==> src/rtl/fp_shifter_pipe.sv <==
// Pipelined barrel shifter/rotator with valid/ready handshake; shift-amount levels split LSB-first over PIPE_STAGES.
// Optional sticky output (OR of bits lost on right shifts) is built only when FP_SHIFTER_STICKY_EN is defined.
module fp_shifter_pipe #(
   parameter int DATA_WIDTH  = 24,
   parameter int SH_WIDTH    = 5,
   parameter int PIPE_STAGES = 2
) (
   input  logic                  clk,
   input  logic                  rst_n,
   input  logic                  in_valid,
   output logic                  in_ready,
   input  logic [DATA_WIDTH-1:0] data_in,
   input  logic                  data_tc,
   input  logic [SH_WIDTH-1:0]   sh,
   input  logic                  sh_tc,
   input  logic                  sh_mode,
   output logic                  out_valid,
   input  logic                  out_ready,
   output logic [DATA_WIDTH-1:0] data_out,
   output logic                  sticky_out
);

   localparam int BASE  = SH_WIDTH / PIPE_STAGES;
   localparam int EXTRA = SH_WIDTH % PIPE_STAGES;

   // One barrel level: shift/rotate by amt, where amt is a power of two that may exceed the width.
   function automatic logic [DATA_WIDTH-1:0] levelShift(
      input logic [DATA_WIDTH-1:0] d,
      input logic                  right,
      input logic                  shiftMode,
      input logic                  fill,
      input int                    amt
   );
      logic [2*DATA_WIDTH-1:0] dbl;
      int r;
      levelShift = d;
      if (shiftMode) begin
         if (amt >= DATA_WIDTH)
            levelShift = {DATA_WIDTH{fill}};
         else if (right)
            levelShift = (d >> amt) | ({DATA_WIDTH{fill}} << (DATA_WIDTH - amt));
         else
            levelShift = d << amt;
      end else begin
         r = amt % DATA_WIDTH;
         dbl = right ? ({d, d} >> r) : ({d, d} << r);
         levelShift = right ? dbl[DATA_WIDTH-1:0] : dbl[2*DATA_WIDTH-1:DATA_WIDTH];
      end
   endfunction

`ifdef FP_SHIFTER_STICKY_EN
   function automatic logic lostBits(
      input logic [DATA_WIDTH-1:0] d,
      input logic                  right,
      input logic                  shiftMode,
      input int                    amt
   );
      logic [DATA_WIDTH-1:0] mask;
      lostBits = 1'b0;
      if (shiftMode && right) begin
         if (amt >= DATA_WIDTH) begin
            lostBits = |d;
         end else begin
            mask = ~({DATA_WIDTH{1'b1}} << amt);
            lostBits = |(d & mask);
         end
      end
   endfunction
`endif

   logic adv;
   logic decRight;
   logic decFill;
   logic [SH_WIDTH-1:0] decMag;

   assign adv      = !out_valid || out_ready;
   assign in_ready = adv;

   // A negative signed amount becomes a right shift by its magnitude; the most negative value wraps to 2^(SH_WIDTH-1).
   always_comb begin
      decRight = sh_tc & sh[SH_WIDTH-1];
      decMag   = decRight ? ((~sh) + SH_WIDTH'(1)) : sh;
      decFill  = sh_mode & decRight & data_tc & data_in[DATA_WIDTH-1];
   end

   for (genvar k = 0; k < PIPE_STAGES; k++) begin : g_stage
      localparam int CNT   = BASE + ((k < EXTRA) ? 1 : 0);
      localparam int START = k * BASE + ((k < EXTRA) ? k : EXTRA);
      localparam int NEXT  = START + CNT;

      logic                  srcValid;
      logic                  srcRight;
      logic                  srcMode;
      logic                  srcFill;
      logic [SH_WIDTH-1:START] srcMag;
      logic [DATA_WIDTH-1:0] srcData;
      logic [DATA_WIDTH-1:0] data_d;
      logic [DATA_WIDTH-1:0] data_q;
      logic                  valid_q;
      logic [DATA_WIDTH-1:0] chain [CNT+1];
`ifdef FP_SHIFTER_STICKY_EN
      logic                  srcSticky;
      logic                  sticky_d;
      logic                  sticky_q;
      logic                  stickyChain [CNT+1];
`endif

      if (k == 0) begin : g_head
         assign srcValid = in_valid;
         assign srcData  = data_in;
         assign srcRight = decRight;
         assign srcMode  = sh_mode;
         assign srcFill  = decFill;
         assign srcMag   = decMag;
`ifdef FP_SHIFTER_STICKY_EN
         assign srcSticky = 1'b0;
`endif
      end else begin : g_link
         assign srcValid = g_stage[k-1].valid_q;
         assign srcData  = g_stage[k-1].data_q;
         assign srcRight = g_stage[k-1].g_carry.right_q;
         assign srcMode  = g_stage[k-1].g_carry.mode_q;
         assign srcFill  = g_stage[k-1].g_carry.fill_q;
         assign srcMag   = g_stage[k-1].g_carry.mag_q;
`ifdef FP_SHIFTER_STICKY_EN
         assign srcSticky = g_stage[k-1].sticky_q;
`endif
      end

      assign chain[0] = srcData;
`ifdef FP_SHIFTER_STICKY_EN
      assign stickyChain[0] = srcSticky;
`endif
      for (genvar i = 0; i < CNT; i++) begin : g_level
         assign chain[i+1] = srcMag[START+i]
                           ? levelShift(chain[i], srcRight, srcMode, srcFill, 1 << (START + i))
                           : chain[i];
`ifdef FP_SHIFTER_STICKY_EN
         assign stickyChain[i+1] = stickyChain[i]
                                 | (srcMag[START+i] & lostBits(chain[i], srcRight, srcMode, 1 << (START + i)));
`endif
      end
      assign data_d = chain[CNT];
`ifdef FP_SHIFTER_STICKY_EN
      assign sticky_d = stickyChain[CNT];
`endif

      // Whole pipe freezes when the output is held; reset drops every in-flight beat.
      always_ff @(posedge clk) begin
         if (!rst_n) begin
            valid_q <= 1'b0;
            data_q  <= '0;
`ifdef FP_SHIFTER_STICKY_EN
            sticky_q <= 1'b0;
`endif
         end else if (adv) begin
            valid_q <= srcValid;
            data_q  <= data_d;
`ifdef FP_SHIFTER_STICKY_EN
            sticky_q <= sticky_d;
`endif
         end
      end

      // Control and the not-yet-applied amount bits ride along to the later stages.
      if (k < PIPE_STAGES - 1) begin : g_carry
         logic                   right_q;
         logic                   mode_q;
         logic                   fill_q;
         logic [SH_WIDTH-1:NEXT] mag_q;

         always_ff @(posedge clk) begin
            if (!rst_n) begin
               right_q <= 1'b0;
               mode_q  <= 1'b0;
               fill_q  <= 1'b0;
               mag_q   <= '0;
            end else if (adv) begin
               right_q <= srcRight;
               mode_q  <= srcMode;
               fill_q  <= srcFill;
               mag_q   <= srcMag[SH_WIDTH-1:NEXT];
            end
         end
      end
   end

   assign out_valid = g_stage[PIPE_STAGES-1].valid_q;
   assign data_out  = g_stage[PIPE_STAGES-1].data_q;
`ifdef FP_SHIFTER_STICKY_EN
   assign sticky_out = g_stage[PIPE_STAGES-1].sticky_q;
`else
   assign sticky_out = 1'b0;
`endif

endmodule
==> config.mk <==
export PLATFORM = sky130hd
export DESIGN_NAME = fp_shifter_pipe
export DESIGN_NICKNAME = d
export VERILOG_FILES = /design/src/rtl/fp_shifter_pipe.sv
export SDC_FILE = /design/constraint.sdc
export NUM_CORES = 1
export LEC_CHECK = 0
export ABC_AREA = 1
export ABC_CLOCK_PERIOD_IN_PS = 2300
export CAP_MARGIN = 5
export CORE_MARGIN = 5
export CORE_UTILIZATION = 51
export DETAILED_ROUTE_END_ITERATION = 6
export GPL_ROUTABILITY_DRIVEN = 0
export GPL_TIMING_DRIVEN = 0
export PLACE_DENSITY_LB_ADDON = 0.1
export SYNTH_ARGS = -nofsm -noshare
export SYNTH_HDL_FRONTEND = slang
export SYNTH_SLANG_ARGS = --single-unit
==> constraint.sdc <==
create_clock -name clk -period 2.3 [get_ports clk]
set_clock_uncertainty 0.2 [all_clocks]
set_input_delay 0.345 -clock clk [delete_from_list [all_inputs] [get_ports clk]]
set_output_delay 0.345 -clock clk [all_outputs]
set_load 0.02 [all_outputs]
==> out/metrics.csv <==
metric,value,unit
status,"complete, no violations",
"Hold Vio Cnt, Final",0,
max-slew violation count,0,
Mapped Cells,826,
hold buffers post-CTS,0,
Initial DRC Count,963,
highest routed layer,met4,
Area contributors post-synth,"dfxtp_1, nand2_1, nand3_1",
die area,11540,um^2
pwr dens,558.9,nW/um^2
die height,107.4,um
Final period util,96.89,%
area of the mapped netlist,4841,um^2
Max clock buf depth,2,
sequential standard cell area,1101,um^2
Num CTS Buffers,5,
Peak VDD IR,0.3409,mV
crit-path cells,"clkdlybuf4s50_1, inv_1, ha_1, or2_4, xor2_4, clkbuf_4, nand3_1, nand2_1, a21oi_1",
CTS Sinks,55,
DRC violations left,0,
Post-Syn Area per Cell,5.861,um^2
IO Count,63,
metal2 WL,7320,um
CP max stage delay,0.48,ns
# nets final,929,
GRT overflow,0,
final wirelength,17270,um
total track usage,29.28,%
Via density,6.071,
vias in the first global route,5490,
worst-path maximum fanout,10,
final hold slack,0.2399,ns
data required time at the worst endpoint,2.30,ns
first-pass GRT wire length,27380,um
Antenna Nets Post-Route,0,
WL met1,7390,um
Initial Utilization,52.39,%
capturing element type of the critical path,register,
Row Count,35,
final worst slack,0.07156,ns
Setup Slack @ Placement,-0.9370,ns
DRT Pass-1 Iters,6,
clk_lat worst skew,0.32,ns
CP arrival,2.22,ns
CP Launch Type,input port,
post-route minimum period,2.228,ns
placed wire-length estimate,13640,um
largest net degree at the start of global routing,19,
synth warn,0,
initial antenna violation count,0,
worst setup path class,in2reg,
P_leak,0.002586,uW
clock slew seen by the registers of the worst setup and hold paths,0.11,ns
"flops & latches, synth",55,
DR WL met3,2192,um
CTS HTree Levels,2,
final instance area,5769,um^2
syn_nets,863,
Worst Path Buf+Inv,3,
Fin Setup TNS,0,ns
top-area cell type share of the netlist area,22.74,%
dominant cell type by area after synthesis,dfxtp_1,
number of synthesized flops with an enable pin,0,
sequential share of the synthesized area,22.74,%
Netlist cell types,37,
core area,9240,um^2
Max Cap Violations,0,
Slew HR,63.14,%
DR vias,6205,
worst min-delay path class,in2reg,
Fillers,917,
FMAX,0.4487,GHz
# setup viols final,0,
synth-to-layout area growth,19.18,%
Crit-path slowest cell,clkdlybuf4s50_1,
DP Area,5594,um^2
area occupied by multi-input gates,3176,um^2
Worst Tran Pin Value,0.5471,ns
layout cells sized above 1,9.518,%
Post-synth ARST share,0,%
WL per Instance,16.90,um
Synth Flop Type,dfxtp_1,
CTS tree,done,
Top delay family on crit path,buffers and inverters,
port bufs,59,
Root Buffer Master,clkbuf_8,
diode count,0,
Die Span X,107.4,um
## final timing paths
check	start	end	slack [ns]	cells after the start
worst max-delay path	sh[1]	g_stage[0].data_q[23]	0.07	9
worst max register to register	g_stage[0].g_carry.mode_q	data_out[11]	0.14	8
worst min register to register	g_stage[0].valid_q	out_valid	0.29	2
worst min-delay path	rst_n	data_out[5]	0.24	3
## logic make-up (layout without fill, tap and decap cells)
logic type | count (synthesis) | in the layout | synth area share [%]
AND/OR/NAND/NOR | 430 | 430 | 39.34
AO/OA/AOI/OAI | 210 | 210 | 24.71
buffers and inverters | 127 | 194 | 12.12
flip-flops | 55 | 55 | 22.74
XOR/XNOR | 2 | 2 | 0.7497
adder cells (fa/ha/maj) | 1 | 1 | 0.2584
other | 1 | 1 | 0.07747
## synthesized netlist by cell type (2+ instances only)
master / number
inv_1: 59
a21oi_2: 6
nand3_1: 146
buf_4: 4
inv_2: 2
buf_6: 6
o221ai_1: 5
a31oi_1: 6
nand2_1: 237
nor2_4: 2
clkbuf_1: 29
o211ai_1: 16
buf_1: 3
and2_1: 3
nor2_1: 19
o21ai_1: 11
dfxtp_1: 55
o211ai_2: 4
nand3_2: 7
o22ai_1: 17
buf_2: 18
nand2_2: 3
a21oi_1: 48
or2_1: 2
or2_2: 9
clkinv_1: 4
o21ai_0: 95
## routing by layer
layer,global-route usage [%],up-vias
met3,5.939,38
met1,42.52,2809
li1,-,2931
met2,44.82,427
met4,6.132,0
met5,0,-
## stage by stage
| stage | instances | total power, uW | util, % |
|---|---|---|---|
| after CTS | 1024 | 3172 | 62.19 |
| after global routing | 1022 | 3412 | 62.44 |
| after global placement | 1014 | 2491 | 60.54 |
| after detailed placement | 1014 | 2513 | 60.54 |
| final | 1022 | 3224 | 62.44 |
| after floorplan | 826 | 2045 | - |
## what timing repair did
item                       CTS  global route
gates cloned                 0             0
setup endpoints to repair   35            29
pin swaps                    1             0
setup buffers                3             0
resized for setup           11            11
## area by class of cell
| class | instances | share of cell area (%) |
|---|---|---|
| buffer | 59 | 5.986 |
| clock buffer | 5 | 1.193 |
| clock inverter | 3 | 0.8024 |
| inverter | 65 | 4.533 |
| multi-input combinational | 644 | 55.04 |
| sequential | 55 | 19.08 |
| tap | 129 | 2.798 |
| timing repair buffer | 62 | 10.56 |
## placed cells by master, fill, tap and decap left out, types with 2 or more instances in the layout
master,n
nand2_1,236
nand3_1,146
o21ai_0,95
inv_1,58
clkdlybuf4s50_1,56
dfxtp_1,55
a21oi_1,47
clkbuf_1,26
nor2_1,18
o22ai_1,17
o211ai_1,16
buf_2,14
buf_4,10
o21ai_1,10
or2_2,9
nand3_2,7
a21oi_2,7
buf_6,6
a31oi_1,6
o221ai_1,5
clkbuf_8,5
o211ai_2,4
nor2_4,3
clkinvlp_4,3
nand2_2,3
and2_1,3
dlygate4sd2_1,3
clkbuf_4,2
inv_4,2
or2_1,2
buf_1,2
## sequential cells by signal, summed over array words and instances (netlist names)
signal / count
data_out: 24
g_stage.data_q: 24
g_stage.g_carry.fill_q: 1
g_stage.g_carry.mag_q: 2
g_stage.g_carry.mode_q: 1
g_stage.g_carry.right_q: 1
g_stage.valid_q: 1
out_valid: 1
## worst register-to-register path, cell delays in order (launching register included)
cell and delay (ns):
dfxtp_1 0.45, clkinv_1 0.28, nand2_1 0.15, buf_2 0.23, o22ai_1 0.11, o22ai_1 0.24, nor2_1 0.06, o21ai_0 0.24
a21oi_1 0.09
## where the power goes
part	internal, uW	switching [uW]	total, uW
Sequential	1070	93.7	1160
Combinational	515	883	1400
Clock	328	334	663
Total	1910	1310	3220
(Power assumes the default switching activity.)
